--- src/rtl/btn_pkg.sv ---
// Shared state encoding for the push-button conditioning chain
// (debouncer and button-press FSM).
package btn_pkg;

  typedef enum logic [1:0] {
    ST_LOW       = 2'd0,
    ST_RISE_WAIT = 2'd1,
    ST_HIGH      = 2'd2,
    ST_FALL_WAIT = 2'd3
  } btn_state_e;

endpackage

--- src/rtl/btn_sync.sv ---
// 1-bit two-flop synchroniser for an asynchronous input; both flops reset to 0.
module btn_sync (
  input  logic clk,
  input  logic rst,
  input  logic d,
  output logic q
);

  logic meta_q, meta_d;
  logic sync_q, sync_d;

  // Next-value logic for the two-stage shift.
  always_comb begin
    meta_d = d;
    sync_d = meta_q;
  end

  // Synchroniser flops.
  always_ff @(posedge clk) begin
    if (rst) begin
      meta_q <= 1'b0;
      sync_q <= 1'b0;
    end else begin
      meta_q <= meta_d;
      sync_q <= sync_d;
    end
  end

  assign q = sync_q;

endmodule

--- src/rtl/btn_debounce.sv ---
// Push-button debouncer: accepts a level after STABLE_CYCLES identical samples.
// Define BTN_DEBOUNCE_SYNC_EN to put a 2-flop synchroniser in front of the FSM.
module btn_debounce
  import btn_pkg::*;
#(
  parameter int STABLE_CYCLES = 4,
  parameter int CNT_W         = 16
) (
  input  logic clk,
  input  logic rst,
  input  logic b_raw,
  output logic b_clean,
  output logic b_rise,
  output logic b_fall
);

  localparam logic [CNT_W-1:0] LAST_CNT = CNT_W'(STABLE_CYCLES - 1);

  logic sample;

`ifdef BTN_DEBOUNCE_SYNC_EN
  btn_sync u_sync (
    .clk (clk),
    .rst (rst),
    .d   (b_raw),
    .q   (sample)
  );
`else
  assign sample = b_raw;
`endif

  btn_state_e       state_q, state_d;
  logic [CNT_W-1:0] cnt_q, cnt_d;
  logic             b_clean_q, b_clean_d;
  logic             b_rise_q, b_rise_d;
  logic             b_fall_q, b_fall_d;

  // Next-state, counter and registered-output logic.
  always_comb begin
    state_d   = state_q;
    cnt_d     = cnt_q;
    b_clean_d = b_clean_q;
    b_rise_d  = 1'b0;
    b_fall_d  = 1'b0;
    case (state_q)
      ST_LOW: begin
        b_clean_d = 1'b0;
        if (sample) begin
          state_d = ST_RISE_WAIT;
          cnt_d   = CNT_W'(1);
        end else begin
          cnt_d   = '0;
        end
      end
      ST_RISE_WAIT: begin
        b_clean_d = 1'b0;
        if (!sample) begin
          state_d = ST_LOW;
          cnt_d   = '0;
        end else if (cnt_q == LAST_CNT) begin
          state_d   = ST_HIGH;
          cnt_d     = '0;
          b_clean_d = 1'b1;
          b_rise_d  = 1'b1;
        end else begin
          cnt_d = cnt_q + CNT_W'(1);
        end
      end
      ST_HIGH: begin
        b_clean_d = 1'b1;
        if (!sample) begin
          state_d = ST_FALL_WAIT;
          cnt_d   = CNT_W'(1);
        end else begin
          cnt_d   = '0;
        end
      end
      ST_FALL_WAIT: begin
        b_clean_d = 1'b1;
        if (sample) begin
          state_d = ST_HIGH;
          cnt_d   = '0;
        end else if (cnt_q == LAST_CNT) begin
          state_d   = ST_LOW;
          cnt_d     = '0;
          b_clean_d = 1'b0;
          b_fall_d  = 1'b1;
        end else begin
          cnt_d = cnt_q + CNT_W'(1);
        end
      end
      default: begin
        // Unreachable with a full 2-bit enum; kept as a safe recovery path.
        state_d   = ST_LOW;
        cnt_d     = '0;
        b_clean_d = 1'b0;
      end
    endcase
  end

  // State, counter and output registers.
  always_ff @(posedge clk) begin
    if (rst) begin
      state_q   <= ST_LOW;
      cnt_q     <= '0;
      b_clean_q <= 1'b0;
      b_rise_q  <= 1'b0;
      b_fall_q  <= 1'b0;
    end else begin
      state_q   <= state_d;
      cnt_q     <= cnt_d;
      b_clean_q <= b_clean_d;
      b_rise_q  <= b_rise_d;
      b_fall_q  <= b_fall_d;
    end
  end

  assign b_clean = b_clean_q;
  assign b_rise  = b_rise_q;
  assign b_fall  = b_fall_q;

endmodule

--- config.mk ---
export PLATFORM = sky130hd
export DESIGN_NAME = btn_debounce
export DESIGN_NICKNAME = d
export VERILOG_FILES = /design/src/rtl/btn_pkg.sv /design/src/rtl/btn_sync.sv /design/src/rtl/btn_debounce.sv
export SDC_FILE = /design/constraint.sdc
export NUM_CORES = 1
export LEC_CHECK = 0
export BUFFER_PORTS_ARGS = -buffer_cell sky130_fd_sc_hd__buf_2
export CAP_MARGIN = 5
export CORE_UTILIZATION = 51
export DETAILED_ROUTE_END_ITERATION = 7
export PLACE_DENSITY_LB_ADDON = 0.25
export SETUP_SLACK_MARGIN = 0.1
export SYNTH_ARGS = -nofsm -noshare
export SYNTH_HDL_FRONTEND = slang
export SYNTH_HIERARCHICAL = 1
export SYNTH_SLANG_ARGS = --single-unit
--- constraint.sdc ---
create_clock -name clk -period 1.5 [get_ports clk]
set_input_delay 0.075 -clock clk [delete_from_list [all_inputs] [get_ports clk]]
set_output_delay 0.075 -clock clk [all_outputs]
set_load 0.1 [all_outputs]
### Word level (Yosys, flattened, before mapping)

Cells that the tools add are included.

* input bits: 3
* output and inout bits: 3
* logic and storage cells: 38
* bits in registers: 21

* bitwise logic cells: 2
* add/subtract/negate cells: 1
* mux-type cells: 18
* reduce and logical (&&, ||, !) cells: 4
* eq/ne operators: 8

Operator list (count)
* one-hot mux 16 bit (4 select lines): 1
* two-way mux 16 bit: 3
* adder 16 x 1 -> 16 bit, second input constant: 1
* equality test 16 x 2 -> 1 bit, second input constant: 1
* two-way mux 2 bit: 6
* one-hot mux 2 bit (4 select lines): 1
* two-way mux 1 bit: 6
* != test 3 bit, second input constant: 2
* equality test 2 bit, second input constant: 2
* != test 2 bit, second input constant: 2
* one-hot mux 1 bit (4 select lines): 1
* AND reduction 4 bit: 1
* OR reduction 3 bit: 1
* equality test 2 x 1 -> 1 bit, second input constant: 1
* logical NOT 2 bit: 1
* NOT 1 bit: 2
* OR reduction 2 bit: 1

### Logic depth before layout (Yosys ltp)

Gate-level depths: netlist of the first run.

* depth in word-level cells: 4
* depth in mapped cells: 6
* gate-level depth less buffers: 5

### Worst setup path after synthesis of the first run

Ideal clock, no wire load.

* kind: reg2reg
* from: register cnt_q[0]
* to: register cnt_q[15]
* setup slack: 0.040 ns
* stages on the path, launching flop included: 7
* path buffers: 1
* data required time: 1.385 ns
* library setup time: 0.115 ns
* clock period less this slack: 1.460 ns
* arrival: 1.346 ns
* cell sequence: dfxtp_1 ha_1 nor4b_2 and4_1 nand3b_4 buf_6 nor2_1

* cells in the longest elaborated chain, start to end: 4
* elaborated cells on any way between the ends: 6
* those cells by class: add/sub (1); eq/ne (1); mux (4)

RTL lines
* from (decl): RTL line btn_debounce.sv:33 `logic [CNT_W-1:0] cnt_q, cnt_d;`
* from (signal assigned): RTL line btn_debounce.sv:111 `cnt_q <= cnt_d;`
* adder 16 x 1 -> 16 bit or equality test 16 x 2 -> 1 bit (tied branches)
* two-way mux 16 bit *: RTL line btn_debounce.sv:60, btn_debounce.sv:83
* two-way mux 16 bit (on tied branches): RTL line btn_debounce.sv:80, btn_debounce.sv:57
* one-hot mux 16 bit (4 select lines) *: RTL line btn_debounce.sv:45 `case (state_q)`

Every way passes the cells marked *; elsewhere a longest branch is shown, timed or not.
A chain may end at the register's enable or synchronous reset.

### Worst setup path after layout of the first run

* from: register cnt_q[1]
* to: register cnt_q[12]

Same word-level chain as after synthesis.

==> results of run 1 <==
## cell usage after synthesis (all sizes together)
cell type,count
xnor2,10
nor4,6
nand2b,2
nor2,16
nand2,6
nand4,6
a21oi,3
inv,2
and4,2
buf,1
o21ai,1
dfxtp,21
clkbuf,1
xor2,4
ha,1
nor3,7
and2,2
nand3,4
nand3b,1
nor4b,2
## routing by layer
layer / global-route usage / vias up / wire [um]
met5: 0 / - / 0
met4: 0.127 / 0 / 41
met3: 0.0694 / 6 / 78
met2: 0.388 / 15 / 1100
met1: 0.270 / 374 / 860
li1: - / 383 / -
## flip-flops by register name, indices dropped and copies added (netlist names), named ones only
register and flops:
b_clean 1, b_fall 1, b_rise 1, cnt_q 16, state_q 1
## stage by stage
stage | setup slack [ps] | hold slack (ps)
2_1_floorplan | 101 | 144
3_3_place_gp | 80.6 | 291
3_5_place_dp | 7.11 | 309
4_1_cts | 86.2 | 89.5
5_1_grt | 26.1 | 68.4
6_report | 97.8 | 79.9
## final timing paths
kind / endpoint / cells after the start
setup / recovery: cnt_q[12] / 5
hold / removal: b_clean / 3
setup reg to reg: cnt_q[12] / 5
hold reg to reg: b_fall / 2
## tightest hold or removal path: stages
cell and delay [ps]:
buf_2 120, nand3_2 90, a21oi_2 50
## final cells by class
cell class / count / share of cell area
clock inverter: 1 / 0.00416
sequential: 21 / 0.358
clock buffer: 3 / 0.0187
multi-input combinational: 74 / 0.498
tap: 16 / 0.0166
inverter: 2 / 0.00624
timing repair buffer: 17 / 0.0978
## repair_timing
| item | CTS | global route |
|---|---|---|
| hold buffers | 1 | 0 |
| setup buffers | 0 | 4 |
| gates cloned | 1 | 0 |
| pin swaps | 0 | 10 |
| setup endpoints to repair | 18 | 19 |
| gates resized for setup | 9 | 17 |
| hold endpoints to repair | 1 | 0 |
## cells by family after synthesis
kind of cell | share of synthesized area
flip-flops | 0.462
AO/OA/AOI/OAI | 0.0220
adder cells (fa/ha/maj) | 0.0138
buffers and inverters | 0.0261
AND/OR/NAND/NOR | 0.341
XOR/XNOR | 0.135
## report_power, final
part | internal (mW) | total, mW | leakage, nW | switching [mW]
clock | 0.0995 | 0.263 | 0.0177 | 0.163
sequential | 0.560 | 0.566 | 0.173 | 0.00630
combinational | 0.0141 | 0.0309 | 0.235 | 0.0168
==> metrics.yaml, run 1 <==
yosysTopAreaCell: "dfxtp_1"
path_buf_inv: 0
h-tree-depth: 1
clk_path_buf_depth: 2
worst_setup_path_end_kind: "register"
final_common_cell: "dfxtp_1"
root_buffer: "clkbuf_4"
hp-start: "b_raw"
criticalPathCategory: "reg2reg"
grt_use_total: 0.234
seq_area_frac_synth: 0.462
period_share: 0.935
vias: 778
cts_buffers: 3
route.detailed.drc: 0
power_mw: 0.859
synthCells: 98
post-dp-hpwl_mm: 1.31
relSlewSlack: 0.680
area_delta_synth_final_pct: 32.2
multiInputGateArea_um2: 599
numPortBuffers: 5
cts_sinks: 21
path_max_fanout: 8
setup_violations: 0
yosysWarnings: 6
synth-seq-cells: 21
final_cell_mix: "dfxtp_1, nor2_1, buf_4, xnor2_1, nor3_1"
synth_top_area_share: 0.462
ant_nets: 0
worstSetupStartpoint: "cnt_q[1]"
critPathSlowestCell: "dfxtp_2"
drv_cap: 0
wl_per_cell_um: 15.5
critPathMaxStageDelay_ps: 370
critPathLaunchType: "register"
tns_ps: 0
drt_pre_antenna_iters: 4
drive_gt1_frac: 0.415
rsz0062_at_grt: "yes"
finalWeightedCongestion: 0.761
grt_pass1_wl_mm: 3.23
yosysUniqueCellTypes: 23
grt_pass1_vias: 733
antenna_found_initial: 0
vdd_drop_max_mv: 0.740
syn_area_um2: 910
postLayoutCoreUtil: 0.763
critical_path.cell_chain: "ha_4, nor4b_4, and4_4, nand3b_4, nor2_1"
design_area_um2: 1200
max_freq_mhz: 713
crit_required_ps: 1700
n_fill_cell: 109
dieHeight_um: 44.2
worstPathArrival_ps: 1600
drtIter0Drc: 21
path_delay_family: "simple AND/OR/NAND/NOR gates"
initial_core_util: 0.577
core_area_um2: 1580
drv_slew: 0
tightest_slew_ps: 483
drt-vias-per-instance: 5.81
stdcell_count: 134
dp_cells: 124
die_width_um: 44.2
clkTransAtPathRegs_ps: 100
powerDensity_nw_per_um2: 715
clkLatencyLatePin_ps: 310
synthTopCellsByArea: "dfxtp_1, xnor2_1, nor2_1"
fin_nets: 123
reg2reg_from: "cnt_q[1]"
overflow: 0
dpl_cell_area_um2: 1000
grt_max_degree: 13
antenna_cells: 0
leakagePower_nw: 0.425
syn-num-nets: 102
die-area_um2: 1960
finClkSkew_ps: 12.3
hold_viol_final: 0
row_count: 14
regArea_um2: 430
avgSynthCellArea_um2: 9.28
hold_path_class: "in2reg"
min_period_ps: 1400
pin_count: 6
drt_wl_total_mm: 2.08
outcome: "complete, no violations"
r2r_slack_ps: 100
cts_tree: "yes"
Power figures use the tool's default switching activity.
==> run 2, diff against run 1 <==
--- a/config.mk
+++ b/config.mk
@@ -5,11 +5,13 @@
 export SDC_FILE = /design/constraint.sdc
 export NUM_CORES = 1
 export LEC_CHECK = 0
+export ABC_AREA = 1
 export BUFFER_PORTS_ARGS = -buffer_cell sky130_fd_sc_hd__buf_2
 export CAP_MARGIN = 5
-export CORE_UTILIZATION = 51
+export CORE_UTILIZATION = 56
+export CTS_BUF_LIST = sky130_fd_sc_hd__clkbuf_4 sky130_fd_sc_hd__clkbuf_8
 export DETAILED_ROUTE_END_ITERATION = 7
-export PLACE_DENSITY_LB_ADDON = 0.25
+export PLACE_DENSITY_LB_ADDON = 0.2
 export SETUP_SLACK_MARGIN = 0.1
 export SYNTH_ARGS = -nofsm -noshare
 export SYNTH_HDL_FRONTEND = slang
==> metrics.yaml, run 2 <==
finClkSkew_ps: 4.12  # was 12.3 ps
dieHeight_um: 46.1  # was 44.2 um
synth_top_family_by_area: "simple AND/OR/NAND/NOR gates"  # unchanged
largest_reg_flops: 16  # unchanged
worstPathArrival_ps: 1610  # was 1600 ps
cts_tree: "yes"  # unchanged
synth_common_cells: "nor2_1, nand2_1, dfxtp_1, inv_1, nand3_1"  # was dfxtp_1, nor2_1, xnor2_1, nor3_1
criticalPathCategory: "reg2reg"  # unchanged
post-dp-hpwl_mm: 1.52  # was 1.31 mm
synthAdderAreaFrac: 0.0115  # was 0.0138
numPortBuffers: 5  # unchanged
syn-num-nets: 158  # was 102
p_int_mw: 0.671  # was 0.673 mW
drv_cap: 0  # unchanged
powerDensity_nw_per_um2: 695  # was 715 nW/um^2
rsz0062_at_grt: "no"  # was yes
p_sw_frac: 0.230  # was 0.217
p_switching_mw: 0.200  # was 0.186 mW
final_common_cell: "nor2_1"  # was dfxtp_1
setup_violations: 0  # unchanged
synthArstFlopShare: 0  # unchanged
yosys.area_share.simple: 0.427  # was 0.341
synthCells: 154  # was 98
root_buffer: "clkbuf_4"  # unchanged
drtIter0Drc: 15  # was 21
ant_nets: 0  # unchanged
grt_pass1_vias: 852  # was 733
registers.top_by_ff_count: "cnt_q"  # unchanged
overflow: 0  # unchanged
critPathSlowestCell: "dfxtp_2"  # unchanged
critical_path.cell_chain: "ha_4, buf_4, nand2_2, nor2_4, nand2_2, nor2_1, nor2_1, nor3_2"  # was ha_4, nor4b_4, and4_4, nand3b_4, nor2_1
die-area_um2: 2130  # was 1960 um^2
final_cell_mix: "nor2_1, nand2_1, dfxtp_1, inv_1, nand3_1"  # was dfxtp_1, nor2_1, buf_4, xnor2_1, nor3_1
yosysUniqueCellTypes: 28  # was 23
path_max_fanout: 4  # was 8
period_share: 0.901  # was 0.935
synth_compound_area_frac: 0.0493  # was 0.0220
relSlewSlack: 0.680  # about the same
synth-edff-count: 0  # unchanged
outcome: "complete, no violations"  # unchanged
grt_pass1_wl_mm: 3.42  # was 3.23 mm
worst_setup_path_end_kind: "register"  # unchanged
area_delta_synth_final_pct: 14.9  # was 32.2%
power_mw: 0.871  # was 0.859 mW
clkLatencyLatePin_ps: 320  # was 310 ps
drt_wl_total_mm: 2.25  # was 2.08 mm
critPathMaxStageDelay_ps: 370  # about the same
antenna_found_initial: 0  # unchanged
path_delay_family: "simple AND/OR/NAND/NOR gates"  # unchanged
tightest_slew_ps: 483  # about the same
synthTopCellsByArea: "dfxtp_1, nor2_1, nand2_1"  # was dfxtp_1, xnor2_1, nor2_1
synth-seq-cells: 21  # unchanged
grt_max_degree: 14  # was 13
synth_top_area_share: 0.385  # was 0.462
synth_mux_area_frac: 0  # unchanged
clkTransAtPathRegs_ps: 120  # was 100 ps
finalWeightedCongestion: 0.906  # was 0.761
comb_power_share: 0.032  # was 0.036
crit_required_ps: 1750  # was 1700 ps
h-tree-depth: 1  # unchanged
path_buf_inv: 1  # was 0
avgSynthCellArea_um2: 7.08  # was 9.28 um^2
synth_most_common_cell: "nor2_1"  # was dfxtp_1
yosysTopAreaCell: "dfxtp_1"  # unchanged
grt_use_total: 0.225  # was 0.234
synth_flop_cell: "dfxtp_1"  # unchanged
hold_viol_final: 0  # unchanged
vdd_drop_max_mv: 0.600  # was 0.740 mV
yosysWarnings: 6  # unchanged
p_seq_frac: 0.648  # was 0.658
drt_pre_antenna_iters: 4  # unchanged
core_area_um2: 1780  # was 1580 um^2
power_frac_clock: 0.320  # was 0.306
cts_buffers: 3  # unchanged
die_width_um: 46.1  # was 44.2 um
postLayoutCoreUtil: 0.703  # was 0.763
max_freq_mhz: 740  # was 713 MHz
critPathLaunchType: "register"  # unchanged
seq_area_frac_synth: 0.385  # was 0.462
initial_core_util: 0.612  # was 0.577
route.detailed.drc: 0  # unchanged
tns_ps: 0  # unchanged
cts_sinks: 21  # unchanged
drv_slew: 0  # unchanged
drt-vias-per-instance: 5.18  # was 5.81
antenna_cells: 0  # unchanged
leakagePower_nw: 0.461  # was 0.425 nW
drive_gt1_frac: 0.235  # was 0.415
pin_count: 6  # unchanged
min_period_ps: 1350  # was 1400 ps
clk_path_buf_depth: 2  # unchanged
vias: 990  # was 778
worst_slack_ps: 148  # was 97.8 ps
row_count: 15  # was 14
dp_slack_ps: 45.0  # was 7.11 ps
wl_per_cell_um: 11.8  # was 15.5 um
syn_area_um2: 1090  # was 910 um^2
fin_nets: 171  # was 123
synth_xor_area_frac: 0.0482  # was 0.135
hold_path_class: "in2reg"  # unchanged
-- run 2: cell types whose count changed after synthesis, sizes merged, moves of 6 or more --
| cell | before | now |
|---|---|---|
| xnor2 | 10 | 1 |
| inv | 2 | 20 |
| nor2 | 16 | 44 |
| nand3 | 4 | 14 |
| nand2 | 6 | 28 |
| nor4 | 6 | 0 |
-- run 2: path summary, 6_finish.rpt --
path | cells after the start | slack [ps] | endpoint | from
worst max register to register | 8 | 150 | cnt_q[14] | cnt_q[1]
worst min-delay path | 3 | 20 | register | b_raw
worst min register to register | 2 | 520 | b_fall | register
worst max-delay path | 8 | 150 | cnt_q[14] | cnt_q[1]
-- run 2: area by class of cell --
class	count	area, um^2
clock inverter	1	5.00
fill	147	529
inverter	20	75.1
multi-input combinational	113	644
sequential	21	425
timing repair buffer	8	50.0
tap	25	31.3
clock buffer	3	22.5
-- run 2: cells by family after synthesis --
| kind of cell | after synthesis |
|---|---|
| fa+ha+maj | 1 |
| xor+xnor | 6 |
| flops | 21 |
| compound gates | 8 |
| buf+inv | 21 |
| simple gates | 97 |
-- run 2: metrics by stage --
step	cell area [um^2]	cells	hold WS, ps
CTS	1190	188	39.6
global route	1250	191	34.9
finish	1250	191	17.6
detailed placement	1140	183	280
global placement	1140	183	282
floorplan	1090	154	144
-- run 2: what timing repair did --
action	in CTS	in global routing
buffers inserted	0	2
endpoints found under the setup margin	14	18
gates cloned	0	1
hold buffers	1	0
pin swaps	0	7
endpoints found under the hold margin	1	0
gates resized for setup	2	13
-- run 2: power by group through the flow --
stage | logic, mW | registers [mW] | clock network [mW]
6_report | 0.0277 | 0.564 | 0.279
5_1_grt | 0.0314 | 0.565 | 0.309
4_1_cts | 0.0239 | 0.564 | 0.285
3_5_place_dp | 0.0209 | 0.576 | 0
3_3_place_gp | 0.0204 | 0.576 | 0
2_1_floorplan | 0.0141 | 0.576 | 0
-- run 2: metal layers --
metal,GRT usage,part of all wire,vias to the layer above
met3,0.0784,0.061,7
li1,-,-,509
met4,0.0824,0.015,0
met5,0,0,-
met1,0.261,0.41,445
met2,0.380,0.51,29
-- run 2: tightest hold or removal path, delay by kind of cell --
| family | cells | cell delay (ps) |
|---|---|---|
| buf+inv | 1 | 120 |
| simple gates | 2 | 110 |
